### src/rtl/rbm_vote_accumulator.sv
// rbm_vote_accumulator: iteration controller and vote accumulator for
// stochastic RBM inference.
//
// Each iteration re-arms the downstream layer chain, waits for it to produce
// one sample, adds that sample's one-bit class votes into per-class
// saturating counters, then scans the counters for the argmax class.
// A run ends when the iteration limit is reached or, with the optional
// feature enabled, when the leading class is far enough ahead.
//
// Optional feature macro: RBM_VOTE_EARLY_STOP_EN
//   defined   -> early stop when margin != 0 and (best - second) >= margin
//   undefined -> margin is unused, early_stop stays 0
//
// Ports:
//   clock, reset   rising-edge clock, asynchronous active-high reset
//   start          begin a run (sampled only in IDLE)
//   iter_limit     maximum iterations, latched on accepted start
//   margin         early-stop lead threshold, latched on accepted start
//   layer_reset    reset to the layer chain (high = held in reset)
//   layer_finish   layer chain produced one sample
//   sample         one-bit class sample, valid with layer_finish
//   counts         packed counters, class i at [i*CNT_WIDTH +: CNT_WIDTH]
//   iter_count     iterations completed in the current or last run
//   winner         argmax class after the most recent scan
//   early_stop     last run ended on margin rather than on limit
//   busy           high in every state except IDLE and DONE
//   result_valid   results stable and available
//   result_ready   consumer accepts the result
module rbm_vote_accumulator #(
  parameter int NUM_CLASSES = 10,
  parameter int CNT_WIDTH   = 12,
  parameter int ITER_WIDTH  = 16,
  parameter int IDX_WIDTH   = 4
) (
  input  logic                             clock,
  input  logic                             reset,
  input  logic                             start,
  input  logic [ITER_WIDTH-1:0]            iter_limit,
  input  logic [CNT_WIDTH-1:0]             margin,
  output logic                             layer_reset,
  input  logic                             layer_finish,
  input  logic [NUM_CLASSES-1:0]           sample,
  output logic [NUM_CLASSES*CNT_WIDTH-1:0] counts,
  output logic [ITER_WIDTH-1:0]            iter_count,
  output logic [IDX_WIDTH-1:0]             winner,
  output logic                             early_stop,
  output logic                             busy,
  output logic                             result_valid,
  input  logic                             result_ready
);

  localparam logic [2:0] S_IDLE = 3'd0;
  localparam logic [2:0] S_ARM  = 3'd1;
  localparam logic [2:0] S_RUN  = 3'd2;
  localparam logic [2:0] S_SCAN = 3'd3;
  localparam logic [2:0] S_DONE = 3'd4;

  localparam logic [CNT_WIDTH-1:0] CNT_MAX  = '1;
  localparam logic [IDX_WIDTH-1:0] LAST_IDX = IDX_WIDTH'(NUM_CLASSES - 1);

  logic [2:0]            state;
  logic [ITER_WIDTH-1:0] limit_q;
  logic [CNT_WIDTH-1:0]  cnt [NUM_CLASSES];

  logic [IDX_WIDTH-1:0]  scan_idx;
  logic [IDX_WIDTH-1:0]  best_idx;
  logic [CNT_WIDTH-1:0]  best_val;
  logic [CNT_WIDTH-1:0]  second_val;

  logic                  scan_first;
  logic [CNT_WIDTH-1:0]  cur_val;
  logic [CNT_WIDTH-1:0]  base_best;
  logic [CNT_WIDTH-1:0]  base_second;
  logic [IDX_WIDTH-1:0]  base_idx;
  logic [CNT_WIDTH-1:0]  nxt_best;
  logic [CNT_WIDTH-1:0]  nxt_second;
  logic [IDX_WIDTH-1:0]  nxt_idx;
  logic                  stop_margin;

  assign layer_reset  = (state != S_RUN);
  assign busy         = (state != S_IDLE) && (state != S_DONE);
  assign result_valid = (state == S_DONE);

  always_comb begin
    counts = '0;
    for (int i = 0; i < NUM_CLASSES; i++) begin
      counts[i*CNT_WIDTH +: CNT_WIDTH] = cnt[i];
    end
  end

  // One scan step. The running best/second are restarted at class 0 so a
  // stale scan from the previous iteration never leaks in. A value equal
  // to the best does not take over (lower index wins) but does raise the
  // second-best, so a tie at the top gives a zero lead.
  always_comb begin
    scan_first  = (scan_idx == '0);
    cur_val     = cnt[scan_idx];
    base_best   = scan_first ? '0 : best_val;
    base_second = scan_first ? '0 : second_val;
    base_idx    = scan_first ? '0 : best_idx;
    nxt_best    = base_best;
    nxt_second  = base_second;
    nxt_idx     = base_idx;
    if (cur_val > base_best) begin
      nxt_best   = cur_val;
      nxt_idx    = scan_idx;
      nxt_second = base_best;
    end else if (cur_val > base_second) begin
      nxt_second = cur_val;
    end
  end

`ifdef RBM_VOTE_EARLY_STOP_EN
  logic [CNT_WIDTH-1:0] margin_q;

  always_ff @(posedge clock or posedge reset) begin
    if (reset) begin
      margin_q <= '0;
    end else if (state == S_IDLE && start) begin
      margin_q <= margin;
    end
  end

  // nxt_best >= nxt_second always, so the subtraction cannot wrap.
  assign stop_margin = (margin_q != '0) &&
                       ((nxt_best - nxt_second) >= margin_q);
`else
  logic unused_margin;
  assign unused_margin = ^margin;
  assign stop_margin   = 1'b0;
`endif

  always_ff @(posedge clock or posedge reset) begin
    if (reset) begin
      state      <= S_IDLE;
      limit_q    <= '0;
      iter_count <= '0;
      winner     <= '0;
      early_stop <= 1'b0;
      scan_idx   <= '0;
      best_idx   <= '0;
      best_val   <= '0;
      second_val <= '0;
      for (int i = 0; i < NUM_CLASSES; i++) begin
        cnt[i] <= '0;
      end
    end else begin
      case (state)
        S_IDLE: begin
          if (start) begin
            limit_q    <= iter_limit;
            iter_count <= '0;
            winner     <= '0;
            early_stop <= 1'b0;
            for (int i = 0; i < NUM_CLASSES; i++) begin
              cnt[i] <= '0;
            end
            state <= (iter_limit == '0) ? S_DONE : S_ARM;
          end
        end
        S_ARM: begin
          state <= S_RUN;
        end
        S_RUN: begin
          if (layer_finish) begin
            for (int i = 0; i < NUM_CLASSES; i++) begin
              if (sample[i] && cnt[i] != CNT_MAX) begin
                cnt[i] <= cnt[i] + CNT_WIDTH'(1);
              end
            end
            iter_count <= iter_count + ITER_WIDTH'(1);
            scan_idx   <= '0;
            state      <= S_SCAN;
          end
        end
        S_SCAN: begin
          best_val   <= nxt_best;
          best_idx   <= nxt_idx;
          second_val <= nxt_second;
          if (scan_idx == LAST_IDX) begin
            winner   <= nxt_idx;
            scan_idx <= '0;
            if (iter_count == limit_q) begin
              early_stop <= 1'b0;
              state      <= S_DONE;
            end else if (stop_margin) begin
              early_stop <= 1'b1;
              state      <= S_DONE;
            end else begin
              state <= S_ARM;
            end
          end else begin
            scan_idx <= scan_idx + IDX_WIDTH'(1);
          end
        end
        S_DONE: begin
          if (result_ready) begin
            state <= S_IDLE;
          end
        end
        default: begin
          state <= S_IDLE;
        end
      endcase
    end
  end

endmodule
### config.mk
export PLATFORM = sky130hd
export DESIGN_NAME = rbm_vote_accumulator
export DESIGN_NICKNAME = d
export VERILOG_FILES = /design/src/rtl/rbm_vote_accumulator.sv
export SDC_FILE = /design/constraint.sdc
export NUM_CORES = 1
export LEC_CHECK = 0
export CAP_MARGIN = 20
export CORE_MARGIN = 5
export CORE_UTILIZATION = 40
export CTS_CLUSTER_DIAMETER = 40
export DETAILED_ROUTE_END_ITERATION = 12
export GPL_TIMING_DRIVEN = 0
export SLEW_MARGIN = 20
export SYNTH_ARGS = -nofsm -noshare
export SYNTH_HDL_FRONTEND = slang
export SYNTH_SLANG_ARGS = --single-unit
### constraint.sdc
create_clock -name clock -period 6.9 [get_ports clock]
set_clock_uncertainty 0.2 [all_clocks]
set_input_delay 1.035 -clock clock [delete_from_list [all_inputs] [get_ports clock]]
set_output_delay 1.035 -clock clock [all_outputs]
set_load 0.03 [all_outputs]
After elaboration in Yosys (flattened, before gate mapping)
Index checks and enable logic that the tools add are counted.
- bits in registers: 180
- input port bits: 43
- output and inout bits: 144
- add/subtract/negate cells: 12
- order comparisons: 2
- eq/ne operators: 33
- muxes and demuxes: 40
- bitwise logic cells: 1
- reduce and logical (&&, ||, !) cells: 34
- operators with widths (operator ; number):
    $mux 120 ; 2
    $pmux 120 s2 ; 1
    $mux 12 ; 14
    $add 12x1->12 const B ; 10
    $ne 12x12->1 const B ; 10
    $bmux 12 s4 ; 1
    $reduce_and 4->1 ; 12
    $mux 16 ; 2
    $pmux 16 s2 ; 1
    $ne 2x2->1 const B ; 14
    $mux 4 ; 6
    $mux 3 ; 6
    $add 16x1->16 const B ; 1
    $eq 16x16->1 ; 1
    $logic_not 16->1 ; 1
    $pmux 4 s2 ; 2
    $pmux 3 s5 ; 1
    $gt 12x12->1 ; 1
    $logic_and 1x1->1 ; 11
    $eq 3x2->1 const B ; 2
    $reduce_and 3->1 ; 2
    $reduce_bool 2->1 ; 3
    $ge 5x5->1 const B ; 1
    $not 4->5 ; 1
    other kinds (13) ; 16

Depth between registers and ports, before layout
- depth in word-level cells: 8
- gate-level depth with buffers: 16
- gate-level depth less buffers: 12

Worst setup path before layout
No wires, ideal clock.
- kind: reg2reg
- start point: reg scan_idx[0]
- end point: reg best_val[1]
- data arrival time: 3.341 ns
- slack: 3.233 ns
- cell stages (with the launch flop): 14
- buffers on the path: 3
- clock period less this slack: 3.667 ns
- cell sequence: dfrtp_1 > buf_2 > buf_2 > mux2i_1 > o21ai_0 > o41a_1 > ha_1 > a21oi_1 > o21ai_0 > a2111oi_2 > a211o_1 > nor2_2 > buf_2 > a221o_1
- cells in the longest elaborated chain, start to end: 6
- ends and longest elaborated chain (item ; line ; text):
    from (decl) ; 65 ; logic [IDX_WIDTH-1:0] scan_idx;
    from (signal assigned) ; 193 ; scan_idx <= scan_idx + IDX_WIDTH'(1);
    $not 4->5 (implied by the code) ; 97 ; cur_val = cnt[scan_idx];
    $bmux 12 s4 ; 97 ;
    $mux 12 (implied by the code) (2 in series) ; 97 ;
    $gt 12x12->1 ; 104 ; if (cur_val > base_best) begin
    $mux 12 * ; 104 ;
    to (signal assigned) ; 177 ; best_val <= nxt_best;
    to (decl) ; 67 ; logic [CNT_WIDTH-1:0] best_val;
Every way passes the cells marked *; elsewhere a longest branch is shown, timed or not. The select of a mux whose other input is x is not followed.
A chain may end at the register's enable or synchronous reset.

Final worst setup path
Same ends and word-level chain as after synthesis.

==> implementation parameters <==
Parameter                              Value

Setup path
  R2r worst-path depth ... 14
  Delay of the slowest cell on the worst path ... 0.47 ns
  Setup crit start kind ... register
  Cell occurring most often along the worst timing path ... clkbuf_1
  Critical path capture point type ... register
  Cell family with most CP delay ... compound AO/OA/AOI/OAI gates
  CP Cell Sequence ... nor2_1 -> clkbuf_1 -> clkbuf_1 -> nand2_1 -> o311ai_0 -> o41a_1 -> ha_1 -> a21oi_1 -> o21ai_0 -> a2111oi_2 -> a211o_1 -> nor2_2 -> buf_2 -> a221o_1
  Crit-path slowest cell ... a2111oi_2
  Arrival time of the worst setup path ... 4.69 ns
  Required time of the worst setup path ... 7.01 ns
  R2R Path Start ... scan_idx[0]$_DFFE_PP0P_
  Crit path kind ... register to register
  Reg-to-reg critical path endpoint ... best_val[1]$_DFFE_PP0P_
  Minimum setup slack among reg-to-reg paths ... 2.32 ns
  Largest fanout on the critical path ... 10
  Worst path buffer plus inverter count ... 3

Synthesis
  Number of instances in the synthesized netlist ... 1,156
  Sequential-to-total area share from yosys stat ... 43.2%
  Flop and latch count out of synthesis ... 179
  Primary flip-flop cell chosen by synthesis mapping ... dfrtp_1
  Cell with the most instances after synthesis ... dfrtp_1
  Area leader, netlist ... dfrtp_1
  Synth async-reset ratio ... 100%
  Count of different cell masters after synthesis ... 63
  Number of synthesis warnings ... 0
  Most numerous cell types in the synthesized netlist ... dfrtp_1 (179), nand2_1 (171), nor2_1 (158)
  Number of enable flip-flop cells after synthesis ... 0
  Share of Yosys cell area claimed by the top area cell type ... 43.2%
  Average instance area after synthesis ... 8.97 sq um
  Net Count, Synth ... 1,225
  Area contributors post-synth ... dfrtp_1 (43%), nand2_1 (6.2%), nor2_1 (5.7%)
  Combined area of all synthesized cells ... 10,400 sq um

Pwr
  Power density over cell area ... 345 nW/um^2
  Register share of total power ... 33.4%
  NetSw ... 1.94 mW
  Switching power as a share of total power ... 42.6%
  Pint ... 2.61 mW
  Peak VDD IR ... 0.158 mV
  Proportion of power drawn by the clock network ... 23.1%
  Total power ... 4.55 mW
  Leakage power of the design ... 5.58 nW
  Combinational power share ... 43.5%

Placement
  Cell count after placement ... 1,665
  Routability congestion estimate from global placement ... 0.927
  Placement Setup Slack ... 2.41 ns
  Number of port buffers ... 173
  Hpwl dp ... 25.0 mm

Finish
  Total Nets Final ... 1,418
  Count of filler cells inserted in the layout ... 2,411
  Area of the multi-input gates ... 5550 sq um
  ANT cells ... 0
  Syn-to-layout area delta ... 27.1%
  Area occupied by registers ... 4480 sq um
  Proportion of layout cells with a drive suffix above 1 ... 6.31%
  Post-route insts no fill ... 1,697

Floorplanning
  Overall die area ... 29,200 sq um
  Io pins ... 187
  Std cell rows ... 59
  Die H ... 171 um
  Initial Utilization ... 40.2%
  Width of the die ... 171 um
  Placeable core area ... 25,800 sq um

Route
  Drt first-iter violations ... 717
  WL final ... 33.6 mm
  Number of routed nets with antenna violations ... 0
  Residual DRC count ... 0
  First-pass iteration count of the detailed router ... 5
  Via/cell ratio ... 5.59
  DR WL/cell ... 19.8 um
  Number of vias after detailed routing ... 9,486

Timing
  Highest Clock Rate ... 218 MHz
  Post-route minimum period ... 4.58 ns
  Worst slew pin tran ... 0.957 ns
  Slew Viols, Final ... 0
  Worst slew margin relative to its limit ... 35.4%
  Setup repair after global routing missed its margin ... false
  Final count of hold timing violations ... 0
  Fraction of the cycle the final worst path needs ... 66.4%
  Final Setup Violations ... 0
  Post-route worst setup slack ... 2.32 ns

Clock network
  Maximum number of buffers from clock root to sink ... 2
  Deepest level of the CTS H-tree ... 4
  Post-CTS Repair Setup Buffers ... 0
  Number of CTS-inserted buffers ... 17
  Clock tree from TritonCTS ... done
  Sink Count ... 179
  Hold-fix buffer count after cts ... 0
  Cell at the root of the clock tree ... clkbuf_16
  Clock edge transition at the registers on the reported setup and hold paths ... 0.07 ns
  Insertion delay of the later-clocked pin in the worst-skew pair ... 0.44 ns
  Total of cells resized after clock tree synthesis ... 0

Global route
  Sum of overflow across all layers after global routing ... 0
  Gr usage total ... 22.8%
  Vias in the first global route ... 9,042
  Largest net degree at the start of global routing ... 102
  Global-route wire length before repair ... 52.1 mm
  Number of antenna violations at the first check in global routing ... 0

Status
  Status ... completed

Worst hold path
  Cell count of the worst hold path ... 2
  Worst Hold Launch ... limit_q[2]$_DFFE_PP0P_
  Hold/Removal Path Class ... register to register
  Hold EP ... limit_q[2]$_DFFE_PP0P_

Run
  Number of max-capacitance violations reported ... 0
-- metrics by stage --
| step | instance area, sq um | setup TNS, ns | hold WS, ns | util [%] |
|---|---|---|---|---|
| floorplan | 10400 | 0 | 0.260 | - |
| global placement | 12500 | -356.74 | 0.270 | 48.6 |
| detailed placement | 12500 | 0 | 0.282 | 48.7 |
| CTS | 13200 | 0 | 0.295 | 51.1 |
| global route | 13200 | 0 | 0.312 | 51.1 |
| finish | 13200 | 0 | 0.296 | 51.1 |
-- worst min-delay path: stages (launching register included) --
cell	delay, ns
dfrtp_1	0.36
nand2_1	0.05
nand2_1	0.05
-- power by group through the flow --
stage	clock [mW]	sequential (mW)	combinational [mW]
after floorplan	0	1.66	1.12
after global placement	0	1.53	1.94
after detailed placement	0	1.53	1.95
after CTS	1.06	1.52	1.96
after global routing	1.10	1.55	2.14
final	1.05	1.52	1.98
-- sequential cells by signal, summed over array words and instances, names as in the netlist --
name and flops:
scan_idx 4, best_idx 4, limit_q 16, iter_count 16
winner 4, best_val 12, counts 120, state 3
-- worst max path at each step --
stage,slack (ns),cells past startpoint,start,to
after floorplan,0.81,1,reset,best_idx[0]$_DFFE_PP0P_
after global placement,-2.02,2,reset,limit_q[11]$_DFFE_PP0P_
after detailed placement,2.41,14,scan_idx[0]$_DFFE_PP0P_,best_val[3]$_DFFE_PP0P_
after CTS,2.36,14,scan_idx[0]$_DFFE_PP0P_,best_val[1]$_DFFE_PP0P_
after global routing,2.10,14,scan_idx[0]$_DFFE_PP0P_,best_val[1]$_DFFE_PP0P_
final,2.32,14,scan_idx[0]$_DFFE_PP0P_,best_val[1]$_DFFE_PP0P_
-- placed cells by master, fill, tap and decap left out, types with 9 or more instances in the layout --
cell type          n
dfrtp_1          179
buf_2              9
clkbuf_1          38
mux2i_1           36
ha_1              26
clkbuf_16         17
nor2_1           158
o41a_1            10
and4_1            10
nand4_1           42
xnor2_1           62
o311ai_0          10
mux2_2            13
xor2_1            51
or3_1             17
nand3_1           59
o21ai_0           44
nor4_1            12
a21oi_1           29
nor3_1            34
and3_1            31
inv_1             21
clkdlybuf4s50_1  173
nand2_1          171
a221o_1           12
-- per-layer routing --
metal	share of wire [%]	up-vias	global-route usage (%)
li1	-	4470	-
met4	2.5	0	7.41
met1	46	4647	32.8
met5	0	-	0
met2	45	317	35.1
met3	6.3	52	4.07
-- final cells by class --
type                    instances  share of cell area (%)
clock buffers                  20                    3.47
inverters                      23                   0.712
well taps                     335                    3.18
flip-flops and latches        179                    34.0
repair buffers                174                    13.4
plain buffers                  53                    1.88
multi-input cells             901                    42.1
clock inverters                12                    1.26
-- kinds of logic after synthesis --
family	count (synthesis)	share of synthesized area, %
simple gates	563	25.8
other cells	1	0.0362
compound gates	148	9.98
xor+xnor	113	9.55
flops	179	43.2
mux	50	5.03
fa+ha+maj	26	3.14
buf+inv	76	3.22
Power figures use the tool's default switching activity.
